**config.mk**
```make
export PLATFORM = sky130hd
export DESIGN_NAME = ccta_pipe_acc
export DESIGN_NICKNAME = d
export VERILOG_FILES = /design/src/rtl/ccta_pipe_acc.sv
export SDC_FILE = /design/constraint.sdc
export NUM_CORES = 1
export LEC_CHECK = 0
export ABC_AREA = 1
export BUFFER_PORTS_ARGS = -buffer_cell sky130_fd_sc_hd__buf_4
export CAP_MARGIN = 10
export CORE_ASPECT_RATIO = 0.9
export CORE_MARGIN = 2
export CORE_UTILIZATION = 40
export CTS_CLUSTER_DIAMETER = 60
export DETAILED_ROUTE_END_ITERATION = 12
export GPL_TIMING_DRIVEN = 0
export SLEW_MARGIN = 5
export SYNTH_ARGS = -nofsm -noshare
export SYNTH_HDL_FRONTEND = slang
export SYNTH_SLANG_ARGS = --single-unit
```
**constraint.sdc**
```tcl
create_clock -name clk -period 7.9 [get_ports clk]
set_input_delay 1.185 -clock clk [delete_from_list [all_inputs] [get_ports clk]]
set_output_delay 1.185 -clock clk [all_outputs]
set_load 0.02 [all_outputs]
```
**src/rtl/ccta_pipe_acc.sv**
```systemverilog
// ccta_pipe_acc: two-stage pipelined three-operand compare/add unit
// with a saturating running accumulator of results.
//
// Ports:
//   clk       rising-edge clock
//   rst       synchronous reset, active-high (priority over everything)
//   in_valid  A/B/C/ctrl valid this cycle
//   A, B, C   unsigned operands, WIDTH bits
//   ctrl      operation mode captured with the operands
//               00: max(A,B)+C        01: max(A,B)-min(A,B)
//               10: min(A,B)+C        11: |max-C| + |min-C|
//   acc_clr   synchronous clear of acc/acc_sat (clear-then-add if a result loads)
//   q         registered WIDTH+1 bit result
//   out_valid one-cycle pulse per result, two edges after the sample
//   acc       saturating sum of results since reset/clear
//   acc_sat   sticky: acc saturated since reset/clear
module ccta_pipe_acc #(
    parameter int unsigned WIDTH     = 4,
    parameter int unsigned ACC_WIDTH = 8
) (
    input  logic                 clk,
    input  logic                 rst,
    input  logic                 in_valid,
    input  logic [WIDTH-1:0]     A,
    input  logic [WIDTH-1:0]     B,
    input  logic [WIDTH-1:0]     C,
    input  logic [1:0]           ctrl,
    input  logic                 acc_clr,
    output logic [WIDTH:0]       q,
    output logic                 out_valid,
    output logic [ACC_WIDTH-1:0] acc,
    output logic                 acc_sat
);

    localparam int unsigned QW  = WIDTH + 1;
    localparam int unsigned SW  = ACC_WIDTH + 1;

    // Stage-1 registers
    logic [WIDTH-1:0] mx;
    logic [WIDTH-1:0] mn;
    logic [WIDTH-1:0] c1;
    logic [1:0]       ctrl1;
    logic             v1;

    // Combinational stage-2 result and accumulator next values
    logic [QW-1:0]        q_next_c;
    logic [QW-1:0]        mx_e_c;
    logic [QW-1:0]        mn_e_c;
    logic [QW-1:0]        c_e_c;
    logic [QW-1:0]        dmx_c;
    logic [QW-1:0]        dmn_c;
    logic [ACC_WIDTH-1:0] acc_base_c;
    logic [SW-1:0]        sum_c;
    logic [ACC_WIDTH-1:0] acc_next_c;
    logic                 sat_next_c;

    // Stage 1: sort A/B, capture C and mode; data holds when no sample
    always_ff @(posedge clk) begin
        if (rst) begin
            v1    <= 1'b0;
            mx    <= '0;
            mn    <= '0;
            c1    <= '0;
            ctrl1 <= 2'b00;
        end else begin
            v1 <= in_valid;
            if (in_valid) begin
                mx    <= (A >= B) ? A : B;
                mn    <= (A >= B) ? B : A;
                c1    <= C;
                ctrl1 <= ctrl;
            end
        end
    end

    // Stage-2 arithmetic, all at WIDTH+1 bits so no mode can overflow
    always_comb begin
        mx_e_c   = QW'(mx);
        mn_e_c   = QW'(mn);
        c_e_c    = QW'(c1);
        dmx_c    = (mx_e_c >= c_e_c) ? (mx_e_c - c_e_c) : (c_e_c - mx_e_c);
        dmn_c    = (mn_e_c >= c_e_c) ? (mn_e_c - c_e_c) : (c_e_c - mn_e_c);
        q_next_c = '0;
        case (ctrl1)
            2'b00:   q_next_c = mx_e_c + c_e_c;
            2'b01:   q_next_c = mx_e_c - mn_e_c;
            2'b10:   q_next_c = mn_e_c + c_e_c;
            default: q_next_c = dmx_c + dmn_c;
        endcase
    end

    // Accumulator: clear applies before the add on a loading edge
    always_comb begin
        acc_base_c = acc_clr ? '0 : acc;
        sat_next_c = acc_clr ? 1'b0 : acc_sat;
        sum_c      = SW'(acc_base_c) + SW'(q_next_c);
        acc_next_c = acc_base_c;
        if (v1) begin
            if (sum_c[ACC_WIDTH]) begin
                acc_next_c = '1;
                sat_next_c = 1'b1;
            end else begin
                acc_next_c = sum_c[ACC_WIDTH-1:0];
            end
        end
    end

    // Stage 2 and accumulator registers
    always_ff @(posedge clk) begin
        if (rst) begin
            q         <= '0;
            out_valid <= 1'b0;
            acc       <= '0;
            acc_sat   <= 1'b0;
        end else begin
            out_valid <= v1;
            if (v1) begin
                q <= q_next_c;
            end
            acc     <= acc_next_c;
            acc_sat <= sat_next_c;
        end
    end

endmodule

```
==> results_dict.tcl <==
set metrics [dict create \
    tns_ns 0 \
    layout.nets 481 \
    synth_top_cell_area_share_pct 22.51 \
    wl_met1_mm 3.222 \
    status "completed" \
    leakagePower_nw 1.493 \
    cp-end-kind "flop" \
    yosys_warnings 0 \
    wl_met3_um 234 \
    path_max_fanout 9 \
    vias_per_cell 4.856 \
    antenna_found_initial 0 \
    ant_nets 0 \
    place_congestion 0.8990 \
    reg2reg_depth 27 \
    crit_path_end "acc[7]" \
    die_x_um 90.08 \
    syn2layout_area_growth_pct 16.09 \
    max_stage_delay_ns 0.58 \
    hold_class "reg2reg" \
    tightest_slew_ns 0.5528 \
    clkLatencyLatePin_ns 0.28 \
    rows 28 \
    overflow 0 \
    top_layer "met4" \
    reg2reg_from "mx[1]" \
    syn_area_um2 2668 \
    r2r_setup_slack_ns 3.48 \
    drc 0 \
    postSynthCellCount 379 \
    crit_path_top_delay_cell "dfxtp_1" \
    synth.yosys.seq_area_share_pct 22.51 \
    synth_common_cells "66 x inv_1, 66 x nand2_1, 37 x ha_1" \
    finalCritPeriodShare_pct 55.99 \
    setup_violations 0 \
    cp_data_arrival_time_ns 4.65 \
    ir_drop_v 0.0001354 \
    wl_mm 6.240 \
    power.density_nw_per_um2 169.9 \
    slew_headroom_pct 63.14 \
    drv_cap 0 \
    grt_max_degree 11 \
    cts_tree "done" \
    ys_ff_latch 30 \
    wl_per_cell_um 12.28 \
    grt_first_pass_wirelength_mm 10.51 \
    synth_fp_nets 442 \
    wl_met2_mm 2.705 \
    ys.flop_type "dfxtp_1" \
    rsz0062_at_grt "false" \
    avgSynthCellArea_um2 7.038 \
    start_util_pct 40.94 \
    postCtsHoldBufs 0 \
    hold_viol_final 0 \
    yosys-top-cells-area "dfxtp_1 23%, ha_1 17%, inv_1 9.3%, nand2_1 9.3%, o21ai_0 6.4%" \
    start_kind "flop" \
    portBuffers 32 \
    diodes 0 \
    cp-startpoint "mx[1]" \
    clock_path_buffers 2 \
    cts_root_buffer "clkbuf_8" \
    cts.sinks 30 \
    skew_ns 0.002930 \
    cts_max_level 2 \
    async_flop_share_pct 0 \
    num_io_pins 33 \
    dieArea_um2 7339 \
    dpl.hpwl_mm 4.994 \
    final_cells 508 \
    fp.dieH_um 81.47 \
    critPathRequiredTime_ns 8.13 \
    dp_cells 501 \
    firstDrtPassIters 4 \
    cts-buffers-inserted 5 \
    drive_gt1_share_pct 13.40 \
    grt_pass1_vias 2255 \
    cp_common_cell "nand2_1" \
    clk_pin_slew_worst_paths_ns 0.06 \
    coreArea_um2 6516 \
    post-cts-setup-buffers 0 \
    slew_viol_final 0 \
    post-route-min-period_ns 4.423 \
    fmax_ghz 0.2261 \
    synth_top_area_cell "dfxtp_1" \
    critPathKind "reg2reg" \
    ctsResizeCount 0 \
    synth_cell_types 34 \
    synth-edff-count 0 \
    r2r_end "acc[7]" \
    vias 2467 \
    grt_use_total_pct 17.73 \
    drt_iter0_drc 100 \
]
## cell usage in the layout, fill, tap and decap left out, types with 4 or more instances in the layout
cell type / instances
ha_1: 37
nand2_2: 7
xor2_1: 7
buf_4: 32
nand3_1: 15
a31oi_1: 5
inv_1: 66
clkbuf_8: 5
nand2_1: 66
o21ai_0: 34
a21oi_1: 33
fa_1: 8
clkbuf_1: 9
dfxtp_1: 30
nor2_1: 29
o211ai_1: 4
## cell type report
type | count | area, um^2
fillers | 699 | 3420
multi-input cells | 271 | 1763
flip-flops and latches | 30 | 600.6
inverters | 69 | 259.0
repair buffers | 32 | 240.2
well taps | 90 | 112.6
clock buffers | 7 | 76.32
plain buffers | 9 | 45.04
## worst min path at each step
| stage | end | cells past startpoint | start |
|---|---|---|---|
| 3_5_place_dp | q[3] | 2 | q[3] |
| 3_3_place_gp | acc_sat | 2 | acc_sat |
| 5_1_grt | q[3] | 2 | q[3] |
| 2_1_floorplan | mn[2] | 2 | mn[2] |
| 6_report | q[3] | 2 | q[3] |
| 4_1_cts | q[3] | 2 | q[3] |
## registers in the layout, indices dropped and copies added (netlist names)
signal,flops
acc,8
acc_sat,1
c1,4
ctrl1,2
mn,4
mx,4
out_valid,1
q,5
v1,1
## routing by layer
metal	track usage, %	vias up
met2	27.59	41
met4	4.769	0
met5	0	-
met3	2.661	7
met1	25.80	1110
li1	-	1309
## stage by stage
step	worst slack [ns]	cell area, um^2	power (W)	utilization (%)	hold WS (ns)
floorplan	4.229	2668	0.0003537	-	0.4626
global placement	3.595	3020	0.0004099	46.35	0.4578
detailed placement	3.582	3020	0.0004131	46.35	0.4679
CTS	3.522	3097	0.0005299	47.52	0.4799
global route	2.990	3097	0.0005772	47.52	0.5139
finish	3.477	3097	0.0005260	47.52	0.4742
## where the power goes
part	leakage (nW)	internal (W)	total, W	switching (W)
Combinational	1.21	0.0000970	0.000240	0.000143
Sequential	0.247	0.000161	0.000172	0.0000111
Clock	0.0383	0.0000605	0.000114	0.0000533
Total	1.49	0.000319	0.000526	0.000208
## critical path: cells and delay by family, from the launching register on
kind / cells / cell delay, ns
mux: 1 / 0.23
flops: 1 / 0.58
simple gates: 12 / 1.09
buf+inv: 5 / 0.39
fa+ha+maj: 3 / 1.01
compound gates: 4 / 0.78
xor+xnor: 2 / 0.28
## logic make-up after synthesis
family          after synthesis  share of synthesized area [%]
buf+inv                      78                          11.40
simple gates                127                          20.78
xor+xnor                      8                          2.627
fa+ha+maj                    45                          23.36
flops                        30                          22.51
mux                           2                         0.7505
compound gates               89                          18.57
(Power assumes the default switching activity.)
